<file path="src/rtl/rf_wb_scheduler.sv">
// rf_wb_scheduler: round-robin owner of the integer register file write port,
// with a per-register pending scoreboard for WAW issue stalls and RAW busy flags.
module rf_wb_scheduler #(
   parameter int N_REQ = 3,
   parameter int XLEN  = 32
) (
   input  logic                  clk,
   input  logic                  reset,
   input  logic [N_REQ-1:0]      req_valid,
   input  logic [5*N_REQ-1:0]    req_addr,
   input  logic [XLEN*N_REQ-1:0] req_data,
   output logic [N_REQ-1:0]      req_ready,
   output logic                  is_write,
   output logic [4:0]            wb_addr,
   output logic [XLEN-1:0]       wb_data,
   input  logic                  issue_valid,
   input  logic [4:0]            issue_rd,
   output logic                  issue_ready,
   input  logic [4:0]            rs1_addr,
   input  logic [4:0]            rs2_addr,
   output logic                  rs1_busy,
   output logic                  rs2_busy
);
   localparam int PW = (N_REQ > 1) ? $clog2(N_REQ) : 1;

   logic [PW-1:0]   rr_ptr;
   logic [PW-1:0]   gnt_idx;
   logic [PW-1:0]   ptr_next;
   logic            found;
   logic            fire;
   logic [4:0]      sel_addr;
   logic [XLEN-1:0] sel_data;
   logic [31:0]     pending;
   logic [31:0]     pending_next;
   logic [31:0]     clr_vec;
   logic [31:0]     set_vec;
   logic            hit_rd;
   logic            hit_rs1;
   logic            hit_rs2;

   // First valid requester at or after rr_ptr, wrapping.
   always_comb begin : arb
      int j;
      j         = 0;
      found     = 1'b0;
      gnt_idx   = '0;
      sel_addr  = '0;
      sel_data  = '0;
      for (int k = 0; k < N_REQ; k++) begin
         j = (int'(rr_ptr) + k) % N_REQ;
         if (!found && req_valid[j]) begin
            found    = 1'b1;
            gnt_idx  = PW'(j);
            sel_addr = req_addr[5*j +: 5];
            sel_data = req_data[XLEN*j +: XLEN];
         end
      end
   end

   always_comb begin
      fire      = found & !reset;
      req_ready = '0;
      if (fire) req_ready[gnt_idx] = 1'b1;
      ptr_next  = (gnt_idx == PW'(N_REQ-1)) ? '0 : gnt_idx + 1'b1;
   end

   always_comb begin
      hit_rd      = fire & (sel_addr == issue_rd);
      hit_rs1     = fire & (sel_addr == rs1_addr);
      hit_rs2     = fire & (sel_addr == rs2_addr);
      issue_ready = !reset & ((issue_rd == 5'd0) | !pending[issue_rd] | hit_rd);
      rs1_busy    = (rs1_addr != 5'd0) & pending[rs1_addr] & !hit_rs1;
      rs2_busy    = (rs2_addr != 5'd0) & pending[rs2_addr] & !hit_rs2;
      clr_vec     = fire ? (32'd1 << sel_addr) : '0;
      set_vec     = (issue_valid & issue_ready) ? (32'd1 << issue_rd) : '0;
      // Set is applied after clear so a coinciding issue keeps the register busy.
      pending_next = ((pending & ~clr_vec) | set_vec) & ~32'd1;
   end

   always_ff @(posedge clk) begin
      if (reset) begin
         rr_ptr   <= '0;
         pending  <= '0;
         is_write <= 1'b0;
         wb_addr  <= '0;
         wb_data  <= '0;
      end else begin
         pending  <= pending_next;
         is_write <= fire & (sel_addr != 5'd0);
         if (fire) begin
            rr_ptr  <= ptr_next;
            wb_addr <= sel_addr;
            wb_data <= sel_data;
         end
      end
   end

endmodule
</file>
<file path="config.mk">
export PLATFORM = sky130hd
export DESIGN_NAME = rf_wb_scheduler
export DESIGN_NICKNAME = d
export VERILOG_FILES = /design/src/rtl/rf_wb_scheduler.sv
export SDC_FILE = /design/constraint.sdc
export NUM_CORES = 1
export LEC_CHECK = 0
export ABC_CLOCK_PERIOD_IN_PS = 7200
export CAP_MARGIN = 15
export CORE_ASPECT_RATIO = 2
export CORE_MARGIN = 3
export CORE_UTILIZATION = 30
export DETAILED_ROUTE_END_ITERATION = 7
export GPL_TIMING_DRIVEN = 0
export SKIP_CTS_REPAIR_TIMING = 1
export SYNTH_ARGS = -nofsm -noshare
export SYNTH_HDL_FRONTEND = slang
export SYNTH_SLANG_ARGS = --single-unit
export TNS_END_PERCENT = 30
</file>
<file path="constraint.sdc">
create_clock -name clk -period 7.2 [get_ports clk]
set_input_delay 1.44 -clock clk [delete_from_list [all_inputs] [get_ports clk]]
set_output_delay 1.44 -clock clk [all_outputs]
set_load 0.02 [all_outputs]
</file>
# Yosys cells after proc, flatten, opt, wreduce, memory -nomap -nowiden
# Cells that the tools add are included.
# W data, S select, Z words.
# classes
addsub	3
mul	3
n_div	3
order_cmp	8
eq_ne	4
shift	8
mux	33
n_bitwise	16
n_reduce_logical	13
# ops
operator	n
$shiftx A96 B32 Y32	3
$mux W32	5
$lt A32 B4 Y1 const B	3
$mul A4 B32 Y32 const A	3
$shiftx A15 B32 Y5	3
$mod A32 B3 Y32 const B	2
$shl A1 B5 Y32 const A	2
$and A32 B32 Y32	1
$mod A3 B3 Y32 const B	1
$not A32 Y32	1
$or A32 B32 Y32	1
$lt A5 B6 Y1 const B	3
$bmux W1 S5	3
$eq A5 B5 Y1	3
$mux W5	3
$reduce_bool A5 Y1	3
$mux W1	13
$and A1 B1 Y1	11
$mux W2	4
$bmux W1 S2	3
$logic_not A1 Y1	6
$logic_not A5 Y1	1
$add A2 B1 Y3 const B	1
$add A2 B2 Y3 const B	1
other kinds (8)	11
# totals
ff_bits	72
latchBits	0
ramBits	0
rom_bits	0
out_inout_bits	44
memories	0

# Longest topological paths before layout
# logic_depth
depth_word	18
ltp_mapped	19

# Worst setup path after synthesis
# Ideal clock, no wire load.
# synth_path
path_kind	reg2out
start	register rr_ptr[1]
end	output port issue_ready
arrival_ns	4.933
required_time_ns	5.760
setup_slack_ns	0.827
stages_incl_launch_ff	19
path_buffers	6
path_cell_list	dfxtp_1 inv_1 ha_1 buf_6 buf_2 clkbuf_1 buf_2 buf_1 nand3b_1 fa_1 nor3b_1 nand2_1 mux2_2 o221ai_2 xor2_1 nor4b_4 a21boi_2 buf_6 o22ai_1
# synth_between
elab_chain_cells	15
# synth_lines
item	line_no	source
start: declaration	26	logic [PW-1:0] rr_ptr;
start signal: assignment	91	rr_ptr <= ptr_next;
branches (longest 12 deep; another with $mod A32 B3 Y32)	-	
$and A1 B1 Y1 (*)	68	hit_rd = fire & (sel_addr == issue_rd);
$or A1 B1 Y1 (*)	71	issue_ready = !reset & ((issue_rd == 5'd0) | !pending[issue_rd] | hit_rd);
$and A1 B1 Y1 (*)	71	
end: declaration	18	output logic issue_ready,
# Every way passes the cells marked *. The select of a mux whose other input is x is not followed.

# Worst setup path in the final report
# layout_path
start	register rr_ptr[1]
end	output port rs2_busy
# layout_between
elab_chain_cells	15
# layout_lines
item	line_no	source
branches (longest 12 deep; another with $mod A32 B3 Y32)	-	
$and A1 B1 Y1 (*)	70	hit_rs2 = fire & (sel_addr == rs2_addr);
$logic_not A1 Y1 (*)	73	rs2_busy = (rs2_addr != 5'd0) & pending[rs2_addr] & !hit_rs2;
$and A1 B1 Y1 (*)	73	
end: declaration	22	output logic rs2_busy
# Marked as above.

==> impl_metrics.tcl <==
set metrics [dict create \
    setup_tns_ns 0 \
    cp-startpoint "rr_ptr[1]$_SDFFE_PP0P_" \
    internal_power_uw 1322 \
    grt_first_pass_wirelength_mm 48.75 \
    start_util_pct 30.85 \
    synth_seq_area_share_pct 19.10 \
    netlist.area_leader.share_pct 19.10 \
    fp-row-count 80 \
    clockBufferDepth 2 \
    critical_path_class "reg2out" \
    nFillCells 2516 \
    cp.arrival_ns 5.45 \
    synth-seq-cells 71 \
    reg2regPathDepth 18 \
    grt_max_degree 15 \
    io_buffers 168 \
    worst-path-max-fanout 19 \
    syn_inst 953 \
    ios 176 \
    slew_headroom_pct 38.74 \
    core_sq_um 24120 \
    rsz0062_at_grt "no" \
    synth_top_area_cell "dfxtp_1" \
    layout_min_cycle_time_ns 6.893 \
    drv_slew 0 \
    worst_slew_pin_slew_ns 0.9190 \
    ys.flop_type "dfxtp_1" \
    drt-initial-drc-count 568 \
    die_w_um 117.4 \
    worstSetupStartpointType "register" \
    p_leak_uw 0.003254 \
    clock_latency_ns 0.35 \
    synthTopCellsByArea "dfxtp_1, mux2i_1, mux4_2, o21ai_0, a21oi_1" \
    switching_share_pct 46.81 \
    grt-ovfl-total 0 \
    hold_path_depth 2 \
    clk_pin_slew_ns 0.07 \
    yosysWarnings 0 \
    root_buffer "clkbuf_16" \
    vias 8578 \
    r2r_start "rr_ptr[1]$_SDFFE_PP0P_" \
    skew_ns 0.008262 \
    status "complete, no violations" \
    whs_ns 0.4641 \
    synthToLayoutAreaGrowth_pct 32.80 \
    max_cap_violations 0 \
    multi_input_area_sq_um 5608 \
    setup_viol 0 \
    synthTopCellsByCount "mux2i_1, o21ai_0, nand2_1" \
    cp_data_required_time_ns 5.76 \
    die_h_um 228.7 \
    grt_use_total_pct 22.70 \
    htree_levels 3 \
    max_stage_delay_ns 0.53 \
    dr.pass1.iters 5 \
    finalPower_uw 2486 \
    clock_sinks 71 \
    dp.cells 1449 \
    cp_cell_sequence "inv_1, ha_1, clkbuf_4, clkbuf_2, nand2_1, fa_1, xor2_1, xor2_1, nand3_1, a21boi_0, o31ai_2, and2_1, buf_2, buf_2, nand4_1, a32o_1, clkdlybuf4s50_1" \
    wl_per_cell_um 21.47 \
    pre_cts_slack_ns -0.8678 \
    synth_edf_count 0 \
    combPwrFrac_pct 60.9 \
    powerDensity_nw_per_um2 251.5 \
    finalHoldViolations 0 \
    first_global_vias 8822 \
    crit_path_end_kind "output port" \
    worst_slack_ns 0.3073 \
    diodes 0 \
    avgSynthCellArea_sq_um 7.809 \
    antenna_found_initial 0 \
    final_nets 1276 \
    seq_power_share_pct 20.1 \
    cts_tree "done" \
    seqCellArea_sq_um 1421 \
    finalNonFillerCells 1464 \
    syn_area_sq_um 7442 \
    wirelength_mm 31.43 \
    peakVddDrop_uv 116.8 \
    clockPowerShare_pct 18.9 \
    yosysMostFrequentCell "mux2i_1" \
    hp-start "wb_addr[4]$_SDFFE_PP0P_" \
    slowest_stage "clkdlybuf4s50_1" \
    max_freq_ghz 0.1451 \
    synth-async-reset-ratio_pct 0 \
    gp_congestion 0.9237 \
    cts_buffers 9 \
    power_switching_uw 1163 \
    dp.final_hpwl_mm 24.90 \
    drc_errors 0 \
    synth_cell_type_count 72 \
    syn-num-nets 1098 \
    ant_nets 0 \
    routed_via_density 5.859 \
    drive_above_1_share_pct 8.187 \
    finalCritPeriodShare_pct 95.73 \
    dieArea_sq_um 26850 \
    hp-class "reg2reg" \
]
-- cell type report --
| class | instances | area share [%] |
|---|---|---|
| Clock inverter | 7 | 0.8229 |
| Tap cell | 328 | 4.152 |
| Timing Repair Buffer | 172 | 17.32 |
| Inverter | 12 | 0.4558 |
| Clock buffer | 9 | 2.279 |
| Sequential cell | 71 | 14.38 |
| Buffer | 85 | 3.849 |
| Multi-Input combinational cell | 780 | 56.74 |
-- per-stage QoR --
step           util (%)  instance area, sq um
3_3_place_gp      39.52                  9534
4_1_cts           40.79                  9841
3_5_place_dp      39.52                  9534
2_1_floorplan         -                  7442
6_report          40.97                  9883
5_1_grt           40.97                  9883
-- worst max-delay path, delay by kind of cell, from the launching register on --
kind,cells,cell delay [ns]
buffers and inverters,6,1.97
adders and majority gates,2,0.82
AOI/OAI and AO/OA,3,0.76
and+or+nand+nor,4,0.54
xor gates and xnor gates,2,0.63
DFF,1,0.38
-- routing by layer --
layer,routed length [um],vias up,GRT usage (%)
met2,17330,408,44.76
li1,-,3939,-
met4,1893,0,14.24
met5,0,-,0
met3,1740,107,3.517
met1,10470,4124,21.34
-- path summary, 6_finish.rpt --
path / end / slack [ns]
setup / recovery: rs2_busy / 0.31
hold / removal: wb_addr[4]$_SDFFE_PP0P_ / 0.46
setup reg to reg: pending[27]$_SDFF_PP0_ / 2.13
hold reg to reg: wb_addr[4]$_SDFFE_PP0P_ / 0.46
-- kinds of logic (layout without fill, tap and decap cells) --
| family | count (synthesis) | after routing | share of synthesized area [%] |
|---|---|---|---|
| AO/OA/AOI/OAI | 328 | 328 | 28.43 |
| AND/OR/NAND/NOR | 267 | 267 | 16.36 |
| multiplexers | 158 | 158 | 26.21 |
| buffers and inverters | 102 | 285 | 5.767 |
| flip-flops | 71 | 71 | 19.10 |
| XOR/XNOR | 14 | 14 | 1.749 |
| adder cells (fa/ha/maj) | 13 | 13 | 2.387 |
-- flip-flops by register name, summed over array words and instances, names as in the netlist --
register	cells
pending	31
is_write	1
wb_addr	5
wb_data	32
rr_ptr	2
-- power groups by stage --
stage          combinational [uW]  sequential (uW)  clock (uW)
2_1_floorplan                 868              567           0
3_3_place_gp                 1470              507           0
3_5_place_dp                 1470              507           0
4_1_cts                      1480              499         476
5_1_grt                      1630              507         495
6_report                     1510              501         471
-- cells in the final DEF (no fill, tap or decap), drive strengths merged, types with 3 or more instances in the layout --
cell and instances:
ha 11, o311ai 24, mux2i 118, xor2 6, a31oi 3, xnor2 8
clkbuf 69, nand2b 4, or3 3, and2 5, a2bb2oi 5, mux4 28
mux2 12, clkinv 3, a21boi 5, nor2 82, dfxtp 71, inv 14
o31ai 24, buf 29, a211oi 4, nand4 8, nand2 103, a21oi 78
o41ai 13, o2bb2ai 5, nor3 11, o21ai 112, a22oi 32, clkdlybuf4s50 167
a32o 3, nand3 14, and3 4, or2 6, nor2b 14, nor3b 3
(Power assumes the default switching activity.)
